**src/rtl/frame_fifo.sv**
```systemverilog
// rtl/frame_fifo.sv - multi-channel frame FIFO with valid/ready handshakes, count and flush
// Optional sticky overflow/underflow flags when FRAME_FIFO_ERR_CHECK_EN is defined.
module frame_fifo #(
    parameter int ADDR_WIDTH = 3,
    parameter int DEPTH      = 8,
    parameter int DATA_WIDTH = 16,
    parameter int CHANNELS   = 6
) (
    input  logic                           clk,
    input  logic                           rst,
    input  logic                           flush,
    input  logic                           wr_valid,
    output logic                           wr_ready,
    input  logic [CHANNELS*DATA_WIDTH-1:0] wr_data,
    output logic                           rd_valid,
    input  logic                           rd_ready,
    output logic [CHANNELS*DATA_WIDTH-1:0] rd_data,
    output logic [ADDR_WIDTH:0]            count,
    output logic [1:0]                     err
);
    localparam int FRAME_W = CHANNELS * DATA_WIDTH;
    localparam logic [ADDR_WIDTH-1:0] LAST_PTR   = ADDR_WIDTH'(DEPTH - 1);
    localparam logic [ADDR_WIDTH:0]   FULL_COUNT = (ADDR_WIDTH + 1)'(DEPTH);

    logic [FRAME_W-1:0]    mem [DEPTH];
    logic [ADDR_WIDTH-1:0] wr_ptr;
    logic [ADDR_WIDTH-1:0] rd_ptr;
    logic                  wr_fire;
    logic                  rd_fire;

    // DEPTH need not be a power of two, so wrap on an explicit compare.
    function automatic logic [ADDR_WIDTH-1:0] next_ptr(input logic [ADDR_WIDTH-1:0] p);
        return (p == LAST_PTR) ? '0 : p + 1'b1;
    endfunction

    assign wr_ready = (count != FULL_COUNT);
    assign rd_valid = (count != '0);
    assign wr_fire  = wr_valid & wr_ready;
    assign rd_fire  = rd_valid & rd_ready;
    assign rd_data  = rd_valid ? mem[rd_ptr] : '1;

    always_ff @(posedge clk) begin
        if (wr_fire && !flush) begin
            mem[wr_ptr] <= wr_data;
        end
    end

    always_ff @(posedge clk or posedge rst) begin
        if (rst) begin
            wr_ptr <= '0;
            rd_ptr <= '0;
            count  <= '0;
        end else if (flush) begin
            wr_ptr <= '0;
            rd_ptr <= '0;
            count  <= '0;
        end else begin
            if (wr_fire) begin
                wr_ptr <= next_ptr(wr_ptr);
            end
            if (rd_fire) begin
                rd_ptr <= next_ptr(rd_ptr);
            end
            case ({wr_fire, rd_fire})
                2'b10:   count <= count + 1'b1;
                2'b01:   count <= count - 1'b1;
                default: count <= count;
            endcase
        end
    end

`ifdef FRAME_FIFO_ERR_CHECK_EN
    logic [1:0] err_q;

    always_ff @(posedge clk or posedge rst) begin
        if (rst) begin
            err_q <= 2'b00;
        end else if (flush) begin
            err_q <= 2'b00;
        end else begin
            err_q <= err_q | {rd_ready & ~rd_valid, wr_valid & ~wr_ready};
        end
    end

    assign err = err_q;

`ifndef SYNTHESIS
    always @(posedge clk) begin
        if (!rst && wr_valid && !wr_ready) begin
            $display("FRAME_FIFO ERROR: overflow");
        end
        if (!rst && rd_ready && !rd_valid) begin
            $display("FRAME_FIFO ERROR: underflow");
        end
    end
`endif
`else
    assign err = 2'b00;
`endif

endmodule

```
**config.mk**
```make
export PLATFORM = sky130hd
export DESIGN_NAME = frame_fifo
export DESIGN_NICKNAME = d
export VERILOG_FILES = /design/src/rtl/frame_fifo.sv
export SDC_FILE = /design/constraint.sdc
export NUM_CORES = 1
export LEC_CHECK = 0
export ABC_CLOCK_PERIOD_IN_PS = 11700
export BUFFER_PORTS_ARGS = -buffer_cell sky130_fd_sc_hd__buf_4
export CELL_PAD_IN_SITES_DETAIL_PLACEMENT = 0
export CELL_PAD_IN_SITES_GLOBAL_PLACEMENT = 1
export CORE_MARGIN = 1
export CORE_UTILIZATION = 35
export DETAILED_ROUTE_END_ITERATION = 10
export GPL_ROUTABILITY_DRIVEN = 0
export GPL_TIMING_DRIVEN = 0
export HOLD_SLACK_MARGIN = 0.06
export PLACE_DENSITY = 0.52
export SYNTH_ARGS = -nofsm -noshare
export SYNTH_HDL_FRONTEND = slang
export SYNTH_SLANG_ARGS = --single-unit
```
**constraint.sdc**
```tcl
create_clock -name clk -period 11.7 [get_ports clk]
set_clock_uncertainty 0.2 [all_clocks]
set_input_delay 2.925 -clock clk [delete_from_list [all_inputs] [get_ports clk]]
set_output_delay 2.925 -clock clk [all_outputs]
set_load 0.03 [all_outputs]
```
==> results of run 1 <==
-- registers in the layout (all words and copies together), names as in the netlist --
| signal | flops |
|---|---|
| rd_ptr | 3 |
| count | 4 |
| mem | 768 |
| wr_ptr | 3 |
-- metrics by stage --
stage | setup TNS, ns | instance area, µm² | instances | hold slack (ns)
after floorplan | 0 | 29700 | 1305 | 0.344
after global placement | -2384.20 | 32700 | 2641 | 0.359
after detailed placement | 0 | 33500 | 2691 | 0.379
after CTS | 0 | 36100 | 2841 | 0.388
after global routing | 0 | 36100 | 2841 | 0.441
final | 0 | 36100 | 2842 | 0.383
-- cell usage in the layout (no fill, tap or decap), drive strengths merged --
master / n
nor3b: 1
o21a: 1
edfxtp: 768
inv: 4
nor3: 4
ha: 6
nand3b: 1
a21o: 2
dfrtp: 10
o221a: 2
diode: 1
mux4: 192
conb: 2
o21ai: 1
xor2: 1
a31oi: 3
xnor2: 2
nand2: 108
nand2b: 2
a41o: 1
a21oi: 8
nor2: 12
clkinv: 41
buf: 295
or4: 1
or3: 3
mux2i: 98
clkinvlp: 2
bufinv: 4
clkbuf: 128
mux2: 1
nand3: 3
-- report_power, final --
group	total [W]	internal (W)	switching [W]
registers	0.00317	0.00315	0.0000252
logic	0.00203	0.000820	0.00121
clock network	0.00248	0.00144	0.00104
total	0.00768	0.00541	0.00228
-- synthesized netlist by cell type, types with 3 or more instances --
library cell,n,area (µm²)
or3_1,3,18.8
edfxtp_1,768,23100
mux2i_1,98,981
nand3_1,3,15.0
nor2_1,12,45.0
a21oi_1,8,40.0
a31oi_1,3,18.8
dfrtp_1,10,250
mux4_2,192,4320
ha_1,6,75.1
buf_2,28,140
nand2_1,108,405
buf_1,12,45.0
clkbuf_1,27,101
nor3_1,4,20.0
-- worst max-delay path by stage --
stage | slack [ns] | end | cells past startpoint | start
4_1_cts | 4.81 | rd_data[40] | 6 | rd_ptr[1]$_DFFE_PP0P_
6_report | 4.96 | rd_data[40] | 6 | rd_ptr[1]$_DFFE_PP0P_
2_1_floorplan | 0.85 | mem[1][0]$_DFFE_PP_ | 4 | wr_valid
5_1_grt | 4.75 | rd_data[40] | 6 | rd_ptr[1]$_DFFE_PP0P_
3_3_place_gp | -7.22 | mem[1][59]$_DFFE_PP_ | 5 | wr_valid
3_5_place_dp | 5.46 | rd_data[40] | 6 | rd_ptr[1]$_DFFE_PP0P_
-- logic make-up (layout without fill, tap and decap cells) --
| group | Yosys count | after routing |
|---|---|---|
| fa+ha+maj | 6 | 6 |
| compound gates | 18 | 18 |
| mux | 291 | 291 |
| xor+xnor | 3 | 3 |
| flops | 778 | 778 |
| simple gates | 135 | 135 |
| other cells | 1 | 3 |
| buf+inv | 72 | 474 |
-- area by class of cell --
type / instances / area, µm²
Clock inverter: 49 / 332
Buffer: 70 / 313
Tap cell: 1134 / 1420
Fill cell: 7415 / 47700
Timing Repair Buffer: 252 / 2340
Sequential cell: 778 / 23300
Clock buffer: 101 / 2230
Inverter: 2 / 7.51
Multi-Input combinational cell: 455 / 6150
Antenna cell: 1 / 2.50
-- critical path, stage by stage (launching register included) --
cell and delay [ns]:
dfrtp_1 0.44, clkbuf_1 0.89, buf_1 0.65, mux4_2 0.42
mux2i_1 0.30, nand2_1 0.10, buf_4 0.19
-- per-layer routing --
layer / vias to the layer above / share of wire [%]
met5: - / 0.14
met3: 91 / 5.2
met2: 276 / 51
met4: 16 / 1.5
met1: 7408 / 43
li1: 6128 / -
==> flow_metrics.tcl, run 1 <==
set metrics [dict create \
    synth_cell_type_count 32 \
    synth_enable_flop_cells 768 \
    numCtsBuffers 84 \
    synthXorXnorAreaFrac_pct 0.0884 \
    synthToLayoutAreaGrowth_pct 21.5 \
    track_usage_pct 16.3 \
    holdCritStartpoint "wr_ptr[0]$_DFFE_PP0P_" \
    hold_path_end "wr_ptr[0]$_DFFE_PP0P_" \
    cap_viol_max_count 0 \
    cts_htree_levels 3 \
    synth_adder_area_share_pct 0.253 \
    critical_path_sink_type "output port" \
    route.antenna.remaining_nets 0 \
    total_power_w 0.00768 \
    number_of_antenna_violations_at_the_first_check_in_global_routing 9 \
    setup_viol 0 \
    grt.met3_usage_pct 3.73 \
    die_height_um 293 \
    firstDrtPassIters 5 \
    crit_path_max_fanout 10 \
    port-buffer-count 202 \
    r2r-start "count[0]$_DFFE_PP0P_" \
    cp.arrival_ns 3.61 \
    routed_wirelength_um 69200 \
    synth.cell_area_mm2 0.0297 \
    dr_total_vias 13900 \
    grt_pass1_vias 14900 \
    ys_ff_latch 778 \
    syn_avg_cell_area_um2 22.8 \
    critPathRequiredTime_ns 8.58 \
    globalRoute.busiestLayer "met2" \
    synth_simple_gate_area_share_pct 1.81 \
    timing.final.crit_share_pct 57.6 \
    detail_route.iter0.violations 903 \
    clk_root_buffer_cell "clkbuf_16" \
    cts_tree "yes" \
    final_ws_setup_ns 4.96 \
    synthesis.instances 1304 \
    postSynth.topFlopCell "edfxtp_1" \
    coreArea_mm2 0.0838 \
    p_leak_nw 11.4 \
    rsz0062_at_grt "no" \
    hold_class "reg -> reg" \
    layout.nets 1750 \
    hold_path_cells 2 \
    worst_r2r_path_depth 9 \
    global_route_total_overflow 0 \
    drive_gt1_share_pct 35.2 \
    cts.clk_slew.worst_paths_ns 0.06 \
    insertion_delay_ns 0.60 \
    postCtsSetupRepairBufs 0 \
    pin_count 205 \
    crit-reg2reg-capture "mem[1][59]$_DFFE_PP_" \
    dp_worst_setup_slack_ns 5.46 \
    hpwl_reported_at_the_end_of_detailed_placement_um 44500 \
    row_count 106 \
    cts.sink_count 778 \
    period_needed_ns 6.74 \
    worst_pin_slew_ns 1.18 \
    floorplan.initialDensity_pct 35.5 \
    final-hold-violation-count 0 \
    met2_usage_pct 27.6 \
    setup.worst_path.start_class "register" \
    die_area_mm2 0.0861 \
    layout.core_utilization_pct 43.1 \
    r2r_slack_ns 8.04 \
    synth_compound_gate_area_share_pct 0.429 \
    post_cts.resized_instances 0 \
    postSynth.asyncResetShare_pct 1.29 \
    die-width_um 293 \
    maxClockFrequency_mhz 148 \
    syn_warnings 0 \
    avgRoutedWirePerCell_um 24.3 \
    grt_pass1_wl_um 101000 \
    max-slew-margin-rel_pct 21.4 \
    seq_area_frac_synth_pct 78.4 \
    detail_route.drc_violations 0 \
    grt_util_met1_pct 21.1 \
    grt_max_degree 25 \
    timing_max_transition_violations_final 0 \
    critical_setup_path_class "reg -> out" \
    dominant_combinational_cell_family_by_area_after_synthesis "multiplexers" \
    holdBufCountCts 0 \
    cellPowerDensity_mw_per_mm2 213 \
    power.ir.vdd_worst_mv 0.119 \
    synth.area.mux_share_pct 17.9 \
    detail_route.vias_per_cell 4.90 \
    clock_tree.buffer_depth 3 \
    outcome "completed" \
]
Note: power is estimated with default switching activity, not from simulation.
==> run 2, diff against run 1 <==
--- a/config.mk
+++ b/config.mk
@@ -5,7 +5,8 @@
 export SDC_FILE = /design/constraint.sdc
 export NUM_CORES = 1
 export LEC_CHECK = 0
-export ABC_CLOCK_PERIOD_IN_PS = 11700
+export ABC_AREA = 1
+export ABC_CLOCK_PERIOD_IN_PS = 5800
 export BUFFER_PORTS_ARGS = -buffer_cell sky130_fd_sc_hd__buf_4
 export CELL_PAD_IN_SITES_DETAIL_PLACEMENT = 0
 export CELL_PAD_IN_SITES_GLOBAL_PLACEMENT = 1
@@ -15,7 +16,7 @@
 export GPL_ROUTABILITY_DRIVEN = 0
 export GPL_TIMING_DRIVEN = 0
 export HOLD_SLACK_MARGIN = 0.06
-export PLACE_DENSITY = 0.52
+export PLACE_DENSITY = 0.57
 export SYNTH_ARGS = -nofsm -noshare
 export SYNTH_HDL_FRONTEND = slang
 export SYNTH_SLANG_ARGS = --single-unit
==> constraint.sdc (replaced) <==
create_clock -name clk -period 5.8 [get_ports clk]
set_clock_uncertainty 0.2 [all_clocks]
set_input_delay 1.45 -clock clk [delete_from_list [all_inputs] [get_ports clk]]
set_output_delay 1.45 -clock clk [all_outputs]
set_load 0.03 [all_outputs]
==> run 2 against run 1 <==
  * Die area increased by 2.3%
  * Final cell count increased by 28%
  * Setup slack got worse by 4.1 ns
  * Critical path depth unchanged
  * Critical endpoint is now rd_data[65]
==> flow_metrics.tcl, run 2 <==
set metrics [dict create \
    outcome "completed" \
    synth.cell_area_mm2 0.0304 \
    layout.nets 2516 \
    multi_input_comb_area_mm2 0.00619 \
    critical_path_sink_type "output port" \
    clock_network_power_share_pct 29.5 \
    pwr-share-seq_pct 36.6 \
    power.ir.vdd_worst_mv 0.282 \
    dp_worst_setup_slack_ns 1.49 \
    drive_gt1_share_pct 19.7 \
    synth_cell_type_count 25 \
    cts_tree "yes" \
    seq_area_frac_synth_pct 76.7 \
    cellPowerDensity_mw_per_mm2 474 \
    number_of_antenna_violations_at_the_first_check_in_global_routing 12 \
    firstDrtPassIters 8 \
    rsz0062_at_grt "no" \
    ys_ff_latch 778 \
    p_switching_w 0.00636 \
    syn_avg_cell_area_um2 14.6 \
    hpwl_reported_at_the_end_of_detailed_placement_um 58700 \
    synth_enable_flop_cells 768 \
    power.share.switching_pct 36.4 \
    final-hold-violation-count 0 \
    grt_pass1_wl_um 137000 \
    track_usage_pct 21.1 \
    largest_reg_flops 768 \
    numCtsBuffers 86 \
    layout_top_registers "mem x768, count x4" \
    globalRoute.busiestLayer "met2" \
    grt_util_met1_pct 28.1 \
    critPathRequiredTime_ns 4.15 \
    crit_path_max_fanout 10 \
    n_fill_cell 7695 \
    post-synth-top-count-cell "edfxtp_1" \
    postSynth.topFlopCell "edfxtp_1" \
    maxClockFrequency_mhz 201 \
    critical_setup_path_class "reg -> out" \
    final_ws_setup_ns 0.824 \
    place_area_mm2 0.0341 \
    synthesis.instances 2084 \
    insertion_delay_ns 0.63 \
    layout_common_cells "edfxtp_1 (768), nand2_1 (414), a21oi_1 (384)" \
    post_synth_main_area_contributors "edfxtp_1 (76%), a21oi_1 (6.3%), a221o_1 (6.3%), nand2_1 (5.1%), nand3_1 (1.6%)" \
    area.sequential_mm2 0.0233 \
    die_area_mm2 0.0881 \
    avgRoutedWirePerCell_um 26.1 \
    non_filler_cell_area_final_mm2 0.0368 \
    die_height_um 297 \
    coreArea_mm2 0.0855 \
    floorplan.initialDensity_pct 35.5 \
    postCtsSetupRepairBufs 0 \
    global_route_total_overflow 0 \
    worst_pin_slew_ns 0.898 \
    dr_total_vias 19700 \
    clock_tree.buffer_depth 3 \
    timing.final.crit_share_pct 85.8 \
    detail_route.iter0.violations 1877 \
    netlist_top_cells_count "edfxtp_1 (768), nand2_1 (414), a21oi_1 (384), a221o_1 (192), nand3_1 (100)" \
    internal_power_w 0.0111 \
    yosys.area.top_type_share_pct 75.9 \
    routed_wirelength_um 94500 \
    final.setup.tns_ns 0 \
    route.antenna.remaining_nets 0 \
    max-slew-margin-rel_pct 40.0 \
    cts.sink_count 778 \
    grt.met3_usage_pct 3.73 \
    row_count 107 \
    layout_commonest_cell "edfxtp_1" \
    post_cts.resized_instances 0 \
    grt_pass1_vias 20300 \
    detail_route.vias_per_cell 5.44 \
    regMostFlops "mem" \
    die-width_um 297 \
    synthToLayoutAreaGrowth_pct 21.0 \
    total_power_w 0.0175 \
    pin_count 205 \
    clk_root_buffer_cell "clkbuf_16" \
    cts_htree_levels 3 \
    post_synthesis_cell_type_with_the_largest_combined_area "edfxtp_1" \
    period_needed_ns 4.98 \
    cts.clk_slew.worst_paths_ns 0.06 \
    cp.arrival_ns 3.33 \
    grt_max_degree 25 \
    timing_max_transition_violations_final 0 \
    met2_usage_pct 35.0 \
    power.combinational.fraction_pct 33.8 \
    detail_route.drc_violations 0 \
    syn_warnings 0 \
    holdBufCountCts 0 \
    setup_viol 0 \
    cap_viol_max_count 0 \
    postSynth.asyncResetShare_pct 1.29 \
    hold_class "reg -> reg" \
    setup.worst_path.start_class "register" \
    port-buffer-count 202 \
    p_leak_nw 13.1 \
]
-- run 2: cell count changes in the layout (fill, tap and decap cells not counted), moves of 10 or more --
cell	before	now
a221o_1	0	192
mux2i_1	98	0
inv_1	2	16
mux4_2	192	0
buf_2	28	95
a21oi_1	8	384
buf_4	205	215
nand2_1	108	414
nand3_1	3	100
clkbuf_1	41	53
-- run 2: cell type report --
class	instances	area share, %
plain buffers	160	2.41
well taps	1144	3.89
clock inverters	41	0.925
flip-flops and latches	778	63.4
clock buffers	112	6.20
multi-input cells	1127	16.8
repair buffers	236	6.12
inverters	20	0.218
diodes	7	0.0476
-- run 2: final timing paths --
| kind | slack [ns] | startpoint | cells after the start | end |
|---|---|---|---|---|
| min in group asynchronous | 0.60 | rst | 2 | wr_ptr[2]$_DFFE_PP0P_ |
| max reg2reg | 2.46 | count[0]$_DFFE_PP0P_ | 9 | mem[7][54]$_DFFE_PP_ |
| min reg2reg | 0.39 | count[3]$_DFFE_PP0P_ | 2 | count[3]$_DFFE_PP0P_ |
| max in group asynchronous | 4.51 | rst | 2 | rd_ptr[0]$_DFFE_PP0P_ |
| max | 0.82 | count[0]$_DFFE_PP0P_ | 6 | rd_data[65] |
| min | 0.39 | count[3]$_DFFE_PP0P_ | 2 | count[3]$_DFFE_PP0P_ |
-- run 2: cells by family (layout without fill, tap and decap cells) --
group	count (synthesis)	count (layout)	synth area share [%]
compound gates	586	586	12.8
xor+xnor	1	1	0.0288
fa+ha+maj	6	6	0.247
buf+inv	180	569	3.19
flops	778	778	76.7
other cells	1	9	0.0123
simple gates	532	532	7.02
-- run 2: power by group through the flow --
stage               Clock, W  Combinational, W  Sequential (W)
CTS                  0.00525           0.00596         0.00639
finish               0.00516           0.00591         0.00639
detailed placement         0           0.00595         0.00651
floorplan                  0           0.00334         0.00654
global placement           0           0.00584         0.00655
global route         0.00546           0.00625         0.00640
-- run 2: critical path, stage by stage, from the launching register on --
cell	delay [ns]
dfrtp_1	0.48
nor2_2	0.10
nand2_1	0.51
buf_2	0.46
buf_1	0.59
nand3_1	0.29
buf_4	0.25
-- run 2: through the flow --
stage	utilization [%]	instances	hold WS [ns]
floorplan	-	2085	0.357
global placement	39.0	3431	0.368
detailed placement	39.9	3465	0.366
CTS	43.0	3618	0.395
global route	43.0	3624	0.425
finish	43.0	3625	0.387
-- run 2: layer usage --
| layer | wire length [µm] | vias to the layer above |
|---|---|---|
| li1 | - | 8724 |
| met1 | 40500 | 10200 |
| met2 | 46300 | 638 |
| met3 | 5640 | 120 |
| met4 | 1950 | 12 |
| met5 | 80 | - |
==> run 3, diff against run 2 <==
--- a/config.mk
+++ b/config.mk
@@ -16,7 +16,7 @@
 export GPL_ROUTABILITY_DRIVEN = 0
 export GPL_TIMING_DRIVEN = 0
 export HOLD_SLACK_MARGIN = 0.06
-export PLACE_DENSITY = 0.57
+export PLACE_DENSITY = 0.71
 export SYNTH_ARGS = -nofsm -noshare
 export SYNTH_HDL_FRONTEND = slang
 export SYNTH_SLANG_ARGS = --single-unit
==> run 3 against run 2 <==
  * First-iteration DRC count increased by 4.5%
  * Count of clock-buffer cells in the layout decreased by 14
  * Clock power decreased by 5.4%
  * Hold slack improved by 0.0032 ns
  * Sequential power about the same
  * Total power decreased by 2.3%
  * Final cell count decreased by 0.50%
  * Register-to-register slack improved by 0.20 ns
  * Wire length decreased by 5.6%
  * Combinational power decreased by 2%
  * Die area unchanged
  * Largest cell class unchanged
  * Largest power group unchanged
  * Highest routed layer unchanged
==> flow_metrics.tcl, run 3 (synthesis results as in run 2) <==
set metrics [dict create \
    timing.final.crit_share_pct 82.8 \
    row_count 107 \
    die-width_um 297 \
    avgRoutedWirePerCell_um 24.7 \
    floorplan.initialDensity_pct 35.5 \
    post_cts.resized_instances 0 \
    die_area_mm2 0.0881 \
    setup.worst_path.start_class "register" \
    place_area_mm2 0.0341 \
    cts.sink_count 778 \
    dr_total_vias 19800 \
    cts.clk_slew.worst_paths_ns 0.06 \
    total_power_w 0.0171 \
    rsz0062_at_grt "no" \
    die_height_um 297 \
    layout_commonest_cell "edfxtp_1" \
    firstDrtPassIters 7 \
    critical_path_sink_type "output port" \
    crit_path_max_fanout 10 \
    worst_pin_slew_ns 0.827 \
    non_filler_cell_area_final_mm2 0.0366 \
    critPathRequiredTime_ns 4.15 \
    cellPowerDensity_mw_per_mm2 467 \
    final-hold-violation-count 0 \
    grt_max_degree 27 \
    numCtsBuffers 78 \
    layout.nets 2506 \
    worstPathCellList "nor2_1, nand2_1, buf_2, buf_1, nand3_1, buf_4" \
    layout_common_cells "edfxtp_1 (768), nand2_1 (414), a21oi_1 (384)" \
    cp.arrival_ns 3.15 \
    p_leak_nw 13.0 \
    max-slew-margin-rel_pct 44.7 \
    grt_pass1_wl_um 130000 \
    route.antenna.remaining_nets 0 \
    global_route_total_overflow 0 \
    cap_viol_max_count 0 \
    layout_top_registers "mem x768, count x4" \
    timing_max_transition_violations_final 0 \
    largest_reg_flops 768 \
    synthToLayoutAreaGrowth_pct 20.2 \
    setup_viol 0 \
    critPathSlowestCell "buf_1" \
    holdBufCountCts 0 \
    coreArea_mm2 0.0855 \
    hpwl_reported_at_the_end_of_detailed_placement_um 56200 \
    routed_wirelength_um 89100 \
    drive_gt1_share_pct 19.6 \
    period_needed_ns 4.80 \
    detail_route.drc_violations 0 \
    postCtsSetupRepairBufs 0 \
    number_of_antenna_violations_at_the_first_check_in_global_routing 9 \
    critical_setup_path_class "reg -> out" \
    regMostFlops "mem" \
    clk_root_buffer_cell "clkbuf_16" \
    power.ir.vdd_worst_mv 0.278 \
    clock_tree.buffer_depth 3 \
    port-buffer-count 202 \
    outcome "completed" \
    pin_count 205 \
    detail_route.vias_per_cell 5.50 \
    insertion_delay_ns 0.61 \
    track_usage_pct 19.7 \
    grt_pass1_vias 20100 \
    critical_path.top_delay_family "buffers and inverters" \
    cts_htree_levels 3 \
    critPathMaxStageDelay_ns 0.58 \
    hold_class "reg -> reg" \
    maxClockFrequency_mhz 208 \
    n_fill_cell 7657 \
    detail_route.iter0.violations 1961 \
    cts_tree "yes" \
    r2r_slack_ns 2.66 \
    path_buf_inv 3 \
]
-- run 3: cell types whose count changed in the layout (fill, tap and decap cells not counted), moves of 3 or more --
cell | previous run | this run
buf_16 | 7 | 4
inv_6 | 5 | 2
clkbuf_1 | 53 | 47
clkbuf_8 | 3 | 0
clkbuf_16 | 86 | 81
clkinvlp_4 | 0 | 5
diode_2 | 7 | 2
-- run 3: routing by layer --
metal	GRT usage, %	up-vias	share of wire (%)
met3	3.80	143	7.4
met5	0	-	0.090
met2	32.4	834	49
met4	7.28	14	2.7
li1	-	8697	-
met1	25.8	10100	41
-- run 3: power breakdown --
part	leakage (nW)	internal, W	switching (W)
Sequential	7.07	0.00634	0.0000518
Combinational	4.75	0.00177	0.00402
Clock	1.19	0.00279	0.00210
Total	13.0	0.0109	0.00616
-- run 3: through the flow --
stage	instances	worst slack [ns]	hold WS, ns	utilization, %	setup TNS [ns]
floorplan	2085	-0.845	0.357	-	-567.07
global placement	3431	-5.33	0.368	39.0	-3596.97
detailed placement	3463	1.57	0.372	39.8	0
CTS	3605	0.902	0.392	42.7	0
global route	3607	0.845	0.434	42.7	0
finish	3607	0.999	0.391	42.7	0
-- run 3: area by class of cell --
class / instances / area (µm²) / share of cell area (%)
clock inverter: 44 / 369 / 1.01
antenna: 2 / 5.00 / 0.0137
tap: 1144 / 1430 / 3.92
timing repair buffer: 234 / 2190 / 5.98
inverter: 20 / 80.1 / 0.219
clock buffer: 98 / 2090 / 5.72
multi-input combinational: 1127 / 6190 / 16.9
sequential: 778 / 23300 / 63.8
buffer: 160 / 888 / 2.43
-- run 3: tightest hold or removal path, cell delays in order (launching register included) --
cell	delay (ns)
dfrtp_1	0.43
nand2_1	0.07
nand2_1	0.06
-- run 3: worst paths after layout --
check / from / end / cells after the start
setup / recovery: count[2]$_DFFE_PP0P_ / rd_data[56] / 6
hold / removal: count[3]$_DFFE_PP0P_ / count[3]$_DFFE_PP0P_ / 2
setup reg to reg: count[3]$_DFFE_PP0P_ / mem[6][34]$_DFFE_PP_ / 9
hold reg to reg: count[3]$_DFFE_PP0P_ / count[3]$_DFFE_PP0P_ / 2
max in group asynchronous: rst / rd_ptr[0]$_DFFE_PP0P_ / 2
min in group asynchronous: rst / count[0]$_DFFE_PP0P_ / 2
